===== src/rtl/mem_cache_ctrl_pkg.sv =====
`default_nettype none
// ============================================================================
// Module   : mem_cache_ctrl_pkg
// Purpose  : Shared state encoding and memory-geometry constants for the
//            direct-mapped write-through cache controller.
// Revision : 1.0  initial release
// ============================================================================
package mem_cache_ctrl_pkg;

    // Geometry shared with the main data memory
    localparam int C_ADDR_W  = 13;
    localparam int C_DATA_W  = 13;
    localparam int C_LINES   = 4;
    // Cycles to wait for mem_done before reporting an error
    localparam int C_TIMEOUT = 15;

    typedef enum logic [1:0] {
        S_IDLE   = 2'd0,
        S_MEM_RD = 2'd1,
        S_MEM_WR = 2'd2,
        S_RESP   = 2'd3
    } state_e;

endpackage : mem_cache_ctrl_pkg
`default_nettype wire


===== src/rtl/mem_cache_ctrl_cache_line_array.sv =====
`default_nettype none
// ============================================================================
// Module   : cache_line_array
// Purpose  : Valid/tag/data storage for a direct-mapped cache. Combinational
//            lookup, one synchronous write/fill port, whole-array invalidate.
// Revision : 1.0  initial release
// ============================================================================
module cache_line_array #(
    parameter int LINES   = 4,
    parameter int INDEX_W = 2,
    parameter int TAG_W   = 11,
    parameter int DATA_W  = 13
) (
    input  logic               clk,
    input  logic               reset,
    input  logic [INDEX_W-1:0] lu_index_i,
    input  logic [TAG_W-1:0]   lu_tag_i,
    output logic               hit_o,
    output logic [DATA_W-1:0]  rdata_o,
    input  logic               flush_i,
    input  logic               we_i,
    input  logic [INDEX_W-1:0] wr_index_i,
    input  logic [TAG_W-1:0]   wr_tag_i,
    input  logic [DATA_W-1:0]  wr_data_i
);

    logic [LINES-1:0]  valid_q;
    logic [TAG_W-1:0]  tag_q  [LINES];
    logic [DATA_W-1:0] data_q [LINES];

    assign hit_o   = valid_q[lu_index_i] && (tag_q[lu_index_i] == lu_tag_i);
    assign rdata_o = data_q[lu_index_i];

    // Valid bits: cleared by reset or flush, set by any write to a line
    always_ff @(posedge clk) begin
        if (reset || flush_i) begin
            valid_q <= '0;
        end else if (we_i) begin
            valid_q[wr_index_i] <= 1'b1;
        end
    end

    // Tag/data storage is deliberately left uninitialised; valid gates it
    always_ff @(posedge clk) begin
        if (we_i) begin
            tag_q[wr_index_i]  <= wr_tag_i;
            data_q[wr_index_i] <= wr_data_i;
        end
    end

endmodule : cache_line_array
`default_nettype wire


===== src/rtl/mem_cache_ctrl.sv =====
`default_nettype none
// ============================================================================
// Module   : mem_cache_ctrl
// Purpose  : Direct-mapped, write-through, no-write-allocate cache controller
//            in front of main memory, with a bounded wait on mem_done.
// Revision : 1.0  initial release
// ============================================================================
module mem_cache_ctrl
    import mem_cache_ctrl_pkg::*;
#(
    parameter int ADDR_W  = C_ADDR_W,
    parameter int DATA_W  = C_DATA_W,
    parameter int LINES   = C_LINES,
    parameter int TIMEOUT = C_TIMEOUT
) (
    input  logic              clk,
    input  logic              reset,
    input  logic              cpu_req_i,
    input  logic              cpu_we_i,
    input  logic [ADDR_W-1:0] cpu_addr_i,
    input  logic [DATA_W-1:0] cpu_wdata_i,
    input  logic              flush_i,
    output logic [DATA_W-1:0] cpu_rdata_o,
    output logic              cpu_ready_o,
    output logic              cpu_err_o,
    output logic [ADDR_W-1:0] mem_addr_o,
    output logic [DATA_W-1:0] mem_wdata_o,
    output logic              mem_write_o,
    output logic              mem_read_o,
    input  logic [DATA_W-1:0] mem_rdata_i,
    input  logic              mem_done_i
);

    localparam int INDEX_W = $clog2(LINES);
    localparam int TAG_W   = ADDR_W - INDEX_W;
    localparam int CNT_W   = $clog2(TIMEOUT + 1);

    state_e            state_q;
    logic [CNT_W-1:0]  cnt_q;
    logic [CNT_W-1:0]  cnt_d;
    logic              err_q;
    logic              ready_q;
    logic [DATA_W-1:0] rdata_q;
    logic [ADDR_W-1:0] maddr_q;
    logic [DATA_W-1:0] mwdata_q;
    logic              mread_q;
    logic              mwrite_q;

    logic              lu_hit;
    logic [DATA_W-1:0] lu_rdata;
    logic              arr_flush;
    logic              arr_we;
    logic [INDEX_W-1:0] arr_index;
    logic [TAG_W-1:0]  arr_tag;
    logic [DATA_W-1:0] arr_data;
    logic              new_req;
    logic              timeout_hit;

    // A request is only accepted in IDLE when no flush competes with it
    assign new_req     = (state_q == S_IDLE) && !flush_i && cpu_req_i;
    assign cnt_d       = cnt_q + 1'b1;
    assign timeout_hit = (cnt_d == CNT_W'(TIMEOUT));

    assign cpu_rdata_o = rdata_q;
    assign cpu_ready_o = ready_q;
    assign cpu_err_o   = err_q;
    assign mem_addr_o  = maddr_q;
    assign mem_wdata_o = mwdata_q;
    assign mem_read_o  = mread_q;
    assign mem_write_o = mwrite_q;

    cache_line_array #(
        .LINES   (LINES),
        .INDEX_W (INDEX_W),
        .TAG_W   (TAG_W),
        .DATA_W  (DATA_W)
    ) u_lines (
        .clk        (clk),
        .reset      (reset),
        .lu_index_i (cpu_addr_i[INDEX_W-1:0]),
        .lu_tag_i   (cpu_addr_i[ADDR_W-1:INDEX_W]),
        .hit_o      (lu_hit),
        .rdata_o    (lu_rdata),
        .flush_i    (arr_flush),
        .we_i       (arr_we),
        .wr_index_i (arr_index),
        .wr_tag_i   (arr_tag),
        .wr_data_i  (arr_data)
    );

    // Array write port: store-hit update from IDLE, or line fill on read done
    always_comb begin
        arr_flush = (state_q == S_IDLE) && flush_i;
        arr_we    = 1'b0;
        arr_index = cpu_addr_i[INDEX_W-1:0];
        arr_tag   = cpu_addr_i[ADDR_W-1:INDEX_W];
        arr_data  = cpu_wdata_i;
        if (new_req && cpu_we_i && lu_hit) begin
            arr_we = !reset;
        end else if ((state_q == S_MEM_RD) && mem_done_i) begin
            arr_we    = !reset;
            arr_index = maddr_q[INDEX_W-1:0];
            arr_tag   = maddr_q[ADDR_W-1:INDEX_W];
            arr_data  = mem_rdata_i;
        end
    end

    // Controller FSM with registered CPU and memory-side outputs
    always_ff @(posedge clk) begin
        if (reset) begin
            state_q  <= S_IDLE;
            cnt_q    <= '0;
            err_q    <= 1'b0;
            ready_q  <= 1'b0;
            rdata_q  <= '0;
            maddr_q  <= '0;
            mwdata_q <= '0;
            mread_q  <= 1'b0;
            mwrite_q <= 1'b0;
        end else begin
            ready_q <= 1'b0;
            case (state_q)
                S_IDLE: begin
                    if (new_req) begin
                        maddr_q  <= cpu_addr_i;
                        mwdata_q <= cpu_wdata_i;
                        if (cpu_we_i) begin
                            mwrite_q <= 1'b1;
                            state_q  <= S_MEM_WR;
                        end else if (lu_hit) begin
                            rdata_q <= lu_rdata;
                            ready_q <= 1'b1;
                            state_q <= S_RESP;
                        end else begin
                            mread_q <= 1'b1;
                            state_q <= S_MEM_RD;
                        end
                    end
                end
                S_MEM_RD, S_MEM_WR: begin
                    cnt_q <= cnt_d;
                    if (mem_done_i) begin
                        mread_q  <= 1'b0;
                        mwrite_q <= 1'b0;
                        ready_q  <= 1'b1;
                        if (state_q == S_MEM_RD) begin
                            rdata_q <= mem_rdata_i;
                        end
                        state_q <= S_RESP;
                    end else if (timeout_hit) begin
                        mread_q  <= 1'b0;
                        mwrite_q <= 1'b0;
                        ready_q  <= 1'b1;
                        err_q    <= 1'b1;
                        rdata_q  <= '0;
                        state_q  <= S_RESP;
                    end
                end
                default: begin
                    cnt_q   <= '0;
                    err_q   <= 1'b0;
                    state_q <= S_IDLE;
                end
            endcase
        end
    end

endmodule : mem_cache_ctrl
`default_nettype wire


===== config.mk =====
export PLATFORM = sky130hd
export DESIGN_NAME = mem_cache_ctrl
export DESIGN_NICKNAME = d
export VERILOG_FILES = /design/src/rtl/mem_cache_ctrl_pkg.sv /design/src/rtl/mem_cache_ctrl_cache_line_array.sv /design/src/rtl/mem_cache_ctrl.sv
export SDC_FILE = /design/constraint.sdc
export NUM_CORES = 1
export LEC_CHECK = 0
export CAP_MARGIN = 10
export CELL_PAD_IN_SITES_DETAIL_PLACEMENT = 1
export CELL_PAD_IN_SITES_GLOBAL_PLACEMENT = 2
export CORE_MARGIN = 3
export CORE_UTILIZATION = 37
export CTS_CLUSTER_DIAMETER = 80
export DETAILED_ROUTE_END_ITERATION = 10
export GPL_TIMING_DRIVEN = 0
export HOLD_SLACK_MARGIN = 0.06
export MAX_ROUTING_LAYER = met4
export PLACE_DENSITY_LB_ADDON = 0.1
export SLEW_MARGIN = 0
export SYNTH_ARGS = -nofsm -noshare
export SYNTH_HDL_FRONTEND = slang
export SYNTH_SLANG_ARGS = --single-unit
export TNS_END_PERCENT = 30

===== constraint.sdc =====
create_clock -name clk -period 6.65 [get_ports clk]
set_clock_uncertainty 0.1 [all_clocks]
set_input_delay 1.6625 -clock clk [delete_from_list [all_inputs] [get_ports clk]]
set_output_delay 1.6625 -clock clk [all_outputs]
set_load 0.1 [all_outputs]

---- Word-level counts from Yosys, hierarchy flattened ----
Memory sizes are Yosys's and may differ from the RTL's.
Index checks and enable logic that the tools add are counted.
cells by class
  multiplexer cells ....................... 46
  $add $sub $neg .......................... 1
  reduce and logical (&&, ||, !) cells .... 20
  $lt $le $gt $ge ......................... 3
  equal/unequal tests ..................... 13
  bitwise gates (word level) .............. 2
operators with widths
  operator               number
  $mux W13               8
  $pmux W13 S2           1
  $mux W11               2
  $mux W1                20
  $mux W2                7
  $ne A2 B2 Y1 const B   7
  $eq A11 B11 Y1         1
  $logic_and A1 B1 Y1    8
  $pmux W1 S2            4
  $pmux W4 S2            1
  $lt A2 B3 Y1 const B   2
  $ne A3 B3 Y1 const B   2
  $reduce_and A6 Y1      1
  $reduce_and A5 Y1      1
  $add A4 B1 Y4 const B  1
  $eq A4 B4 Y1 const B   1
  $or A4 B4 Y4           1
  $pmux W2 S2            1
  $reduce_and A2 Y1      2
  $reduce_and A4 Y1      1
  $reduce_and A3 Y1      1
  $bmux W1 S2            1
  $demux W1 S2           1
  $eq A2 B1 Y1 const B   1
  8 further kinds        9
storage, ports and cells
  bits in registers ....................... 53
  input port bits ......................... 45
  memories kept ........................... 2
  output and inout bits ................... 43
  RAM bits ................................ 96
memory list
  name            words  bits a word  read ports  clocked after Yosys merged registers in  write ports  RTL line                               RTL
  u_lines.data_q  4      13           1           0                                        1            mem_cache_ctrl_cache_line_array.sv:29  logic [DATA_W-1:0] data_q [LINES];
  u_lines.tag_q   4      11           1           0                                        1            mem_cache_ctrl_cache_line_array.sv:28  logic [TAG_W-1:0] tag_q [LINES];

---- Logic depth before layout (Yosys ltp) ----
  depth in word-level cells ............... 11
  depth in mapped cells ................... 11

---- Cells and area by module ----
From an unflattened synthesis, not the netlist that was laid out.
unflattened totals
  cell total of the unflattened synthesis .. 509
  area, all modules ....................... 6586.3 um2
modules (own cells, without submodules)
  module            sequential area each (um2)  area an instance (um2)  cells an instance  times used
  cache_line_array  2962.8                      3853.7                  177                1
  mem_cache_ctrl    980.9                       2732.6                  332                1

---- Worst setup path before layout ----
Ideal clock, no wire load.
  kind .................................... input-to-reg
  from .................................... input cpu_addr_i[1]
  to ...................................... memory u_lines.data_q[0][0] (enable)
  buffers on the path ..................... 3
  library setup time ...................... 0.435 ns
  setup slack ............................. 0.654 ns
  data required time ...................... 6.115 ns
  cell stages on the path ................. 9
  arrival ................................. 5.461 ns
  path through ............................ clkbuf_1 -> buf_2 -> buf_4 -> mux2i_1 -> o221ai_1 -> o31ai_1 -> a41oi_2 -> mux2_2 -> nor3_1
on the way
  longest elaborated chain between the ends .. 7
  elaborated cells on any way between the ends .. 11
  those cells by class .................... 1 x eq/ne; 7 x mux; 2 x reduce/logical; 1 x memory
RTL lines
  element                                               RTL line                               RTL
  start, declared                                       mem_cache_ctrl.sv:20                   input logic [ADDR_W-1:0] cpu_addr_i,
  $mem_v2 Z4 W11 / $bmux W1 S2 (equally long branches)  --
  $eq A11 B11 Y1 / $mux W1 (equally long branches)      mem_cache_ctrl_cache_line_array.sv:31  assign hit_o = valid_q[lu_index_i] && (tag_q[lu_index_i] == lu_tag_i);
  $logic_and A1 B1 Y1                                   mem_cache_ctrl_cache_line_array.sv:31
  $logic_and A1 B1 Y1                                   mem_cache_ctrl.sv:98                   if (new_req && cpu_we_i && lu_hit) begin
  $mux W1                                               mem_cache_ctrl.sv:98
  $mux W1                                               mem_cache_ctrl_cache_line_array.sv:45  if (we_i) begin
  $mux W1 (implied by the code)                         mem_cache_ctrl_cache_line_array.sv:47  data_q[wr_index_i] <= wr_data_i;
  end, declared                                         mem_cache_ctrl_cache_line_array.sv:29
Several ways; a longest one is shown, not always the timed one. The select of a mux whose other input is x is not followed.

---- Final worst setup path ----
  from .................................... input cpu_addr_i[1]
  to ...................................... memory u_lines.data_q[2][2] (enable)
The elaborated chain is that of the path after synthesis.

==> results.yml <==
run_status:
  outcome: "finished clean"
cells_and_area:
  area_growth_pct: 28.6
  layout-drive-gt1-share: 0.154
  most-common-layout-cells: "96 x edfxtp_1, 84 x clkdlybuf4s50_1, 63 x nand2_1"
  layout.nets: 659
  final_common_cell: "edfxtp_1"
  fillers: 1759
  regArea_mm2: 0.00394
  multiInputGateArea_mm2: 0.00231
  stdcell_area_mm2: 0.00823
  utilization: 0.491
  antenna_cells: 0
critical_path:
  timing_worst_setup_path_type: "input pin to flip-flop"
  arrival_ns: 5.62
  crit_path_end_kind: "flip-flop"
  cp-start-kind: "input pin"
  worstPathRequired_ns: 6.67
  path_max_fanout: 10
detailed_routing:
  initialDrtViolationCount: 280
  wirelength_um: 17300
  post_drt_wl_per_cell_um: 20.6
  routed_via_density: 5.25
  drc: 0
  drtAntennaViolNets: 0
  drt_first_pass_iters: 4
  vias: 4422
placement:
  dp_hpwl_um: 12800
  port_buffers: 84
  place.gp.congestion: 0.789
  place_area_mm2: 0.00765
floorplanning:
  core-area_mm2: 0.0168
  die_area_mm2: 0.0189
  num_rows: 47
  die_w_um: 138
  die_y_um: 138
  start_util: 0.382
  ioPinCount: 88
synth:
  postSynthCellCount: 497
  synth-edff-count: 96
  syn-cell-area_mm2: 0.00640
  yosysTopAreaCell: "edfxtp_1"
  syn_area_per_cell_um2: 12.9
  synthArstFlopShare: 0
  synth_top_area_share: 0.450
  ys_seq_elements: 149
  synth_cell_types: 46
  seq_area_frac_synth: 0.616
  synthTopCellsByArea: "edfxtp_1 45%, dfxtp_1 17%, mux4_2 6.7%"
  ys.warnings.count: 0
  synthesis.nets: 547
  ys.flop_type: "edfxtp_1"
job:
  drv_cap: 0
clock_network:
  clk_pin_slew_ns: 0.06
  cts_tree: "done"
  post_cts_resized: 0
  cts-htree-levels: 4
  cts_buffers: 17
  cts_root_buffer: "clkbuf_16"
  cts_setup_buffers: 0
  cts_buffer_depth: 2
  clkSinkCount: 149
  clock_insertion_delay_worst_skew_ns: 0.42
  holdBufCountCts: 0
global_routing:
  antenna_found_initial: 0
  grt.total_usage: 0.197
  grt-ovfl-total: 0
  grt_max_degree: 17
  grt_pass1_wl_um: 26800
  grt_pass1_vias: 4788
timing:
  worst_slew_pin_slew_ns: 0.995
  timing.setup.tns_ns: 0
  rsz0062_at_grt: "false"
  slew_violations: 0
  final_hold_viol_count: 0
  fmax_mhz: 179
  setup-violations-final: 0
  min_period_over_period: 0.841
  slew_headroom: 0.335
  final.min_clock_period_ns: 5.59
pwr:
  p_per_area_mw_per_mm2: 345
  peakVddDrop_v: 0.000202
  power.leakage_nw: 2.78
min_path:
  hold_class: "flip-flop to flip-flop"
-- report_power, final --
group	total, mW	switching [mW]	internal (mW)
logic	0.834	0.599	0.235
clock network	0.927	0.389	0.538
registers	1.08	0.0259	1.05
total	2.84	1.01	1.83
-- logic make-up (layout without fill, tap and decap cells) --
group           Yosys count  after routing  synth area share
compound gates          101            101            0.0991
xor+xnor                 15             15            0.0205
fa+ha+maj                 5              5           0.00978
buf+inv                  42            167            0.0260
flops                   149            149             0.616
mux                      57             57             0.131
simple gates            128            128            0.0970
-- flip-flops by register name, summed over array words and instances, names as in the netlist --
name	cells
cpu_ready_o	1
cpu_err_o	1
mem_write_o	1
u_lines.data_q	52
state_q	2
mem_wdata_o	13
u_lines.valid_q	4
u_lines.tag_q	44
cpu_rdata_o	13
mem_read_o	1
mem_addr_o	13
cnt_q	4
-- through the flow --
step | cells | power (mW) | hold WS (ns) | worst slack, ns
after floorplan | 497 | 1.66 | 0.317 | 0.654
after global placement | 801 | 1.92 | 0.341 | -1.88
after detailed placement | 810 | 1.93 | 0.347 | 0.579
after CTS | 842 | 2.86 | 0.356 | 0.992
after global routing | 842 | 2.97 | 0.383 | 0.779
final | 842 | 2.84 | 0.353 | 1.06
-- critical path, cell delays in order --
cell	delay, ns
clkbuf_1	0.34
buf_2	0.38
buf_4	0.28
mux2i_1	0.21
o221ai_1	0.15
o31ai_1	0.61
a41oi_2	0.49
mux2_2	0.47
nor3_2	0.77
buf_8	0.24
-- cell usage after synthesis, types with 4 or more instances --
library cell   n
o41ai_1       13
edfxtp_1      96
ha_1           5
mux2_2        26
nor2_1        14
mux2i_1       12
nor3_1         8
and3_1        13
xnor2_1       10
inv_1          7
mux4_2        19
o21ai_0       18
buf_2          4
dfxtp_1       53
a21oi_1       47
nand2_1       63
o31ai_1        5
clkbuf_1      25
buf_1          4
xor2_1         5
nor2b_1       16
-- metal layers --
layer | global-route usage | wire, um | part of all wire | vias to the layer above
met5 | - | 0 | 0 | -
met3 | 0.0340 | 687 | 0.040 | 14
met1 | 0.262 | 7900 | 0.46 | 2226
met4 | 0.0649 | 209 | 0.012 | 0
li1 | - | - | - | 2086
met2 | 0.309 | 8530 | 0.49 | 96
-- final cells by class --
cell class | count | area share
sequential | 149 | 0.479
tap | 220 | 0.0334
buffer | 34 | 0.0166
inverter | 8 | 0.00365
clock buffer | 19 | 0.0550
clock inverter | 13 | 0.0152
multi-input combinational | 306 | 0.281
timing repair buffer | 93 | 0.116
-- path summary, 6_finish.rpt --
kind / start / endpoint / slack (ns) / cells past startpoint
min reg2reg: u_lines.valid_q[0]$_SDFFE_PP0N_ / u_lines.valid_q[0]$_SDFFE_PP0N_ / 0.35 / 2
min: u_lines.valid_q[0]$_SDFFE_PP0N_ / u_lines.valid_q[0]$_SDFFE_PP0N_ / 0.35 / 2
max: cpu_addr_i[1] / u_lines.data_q[2][2]$_DFFE_PP_ / 1.06 / 10
max reg2reg: u_lines.tag_q[3][9]$_DFFE_PP_ / u_lines.data_q[2][2]$_DFFE_PP_ / 2.58 / 8
Note: power is estimated with default switching activity, not from simulation.
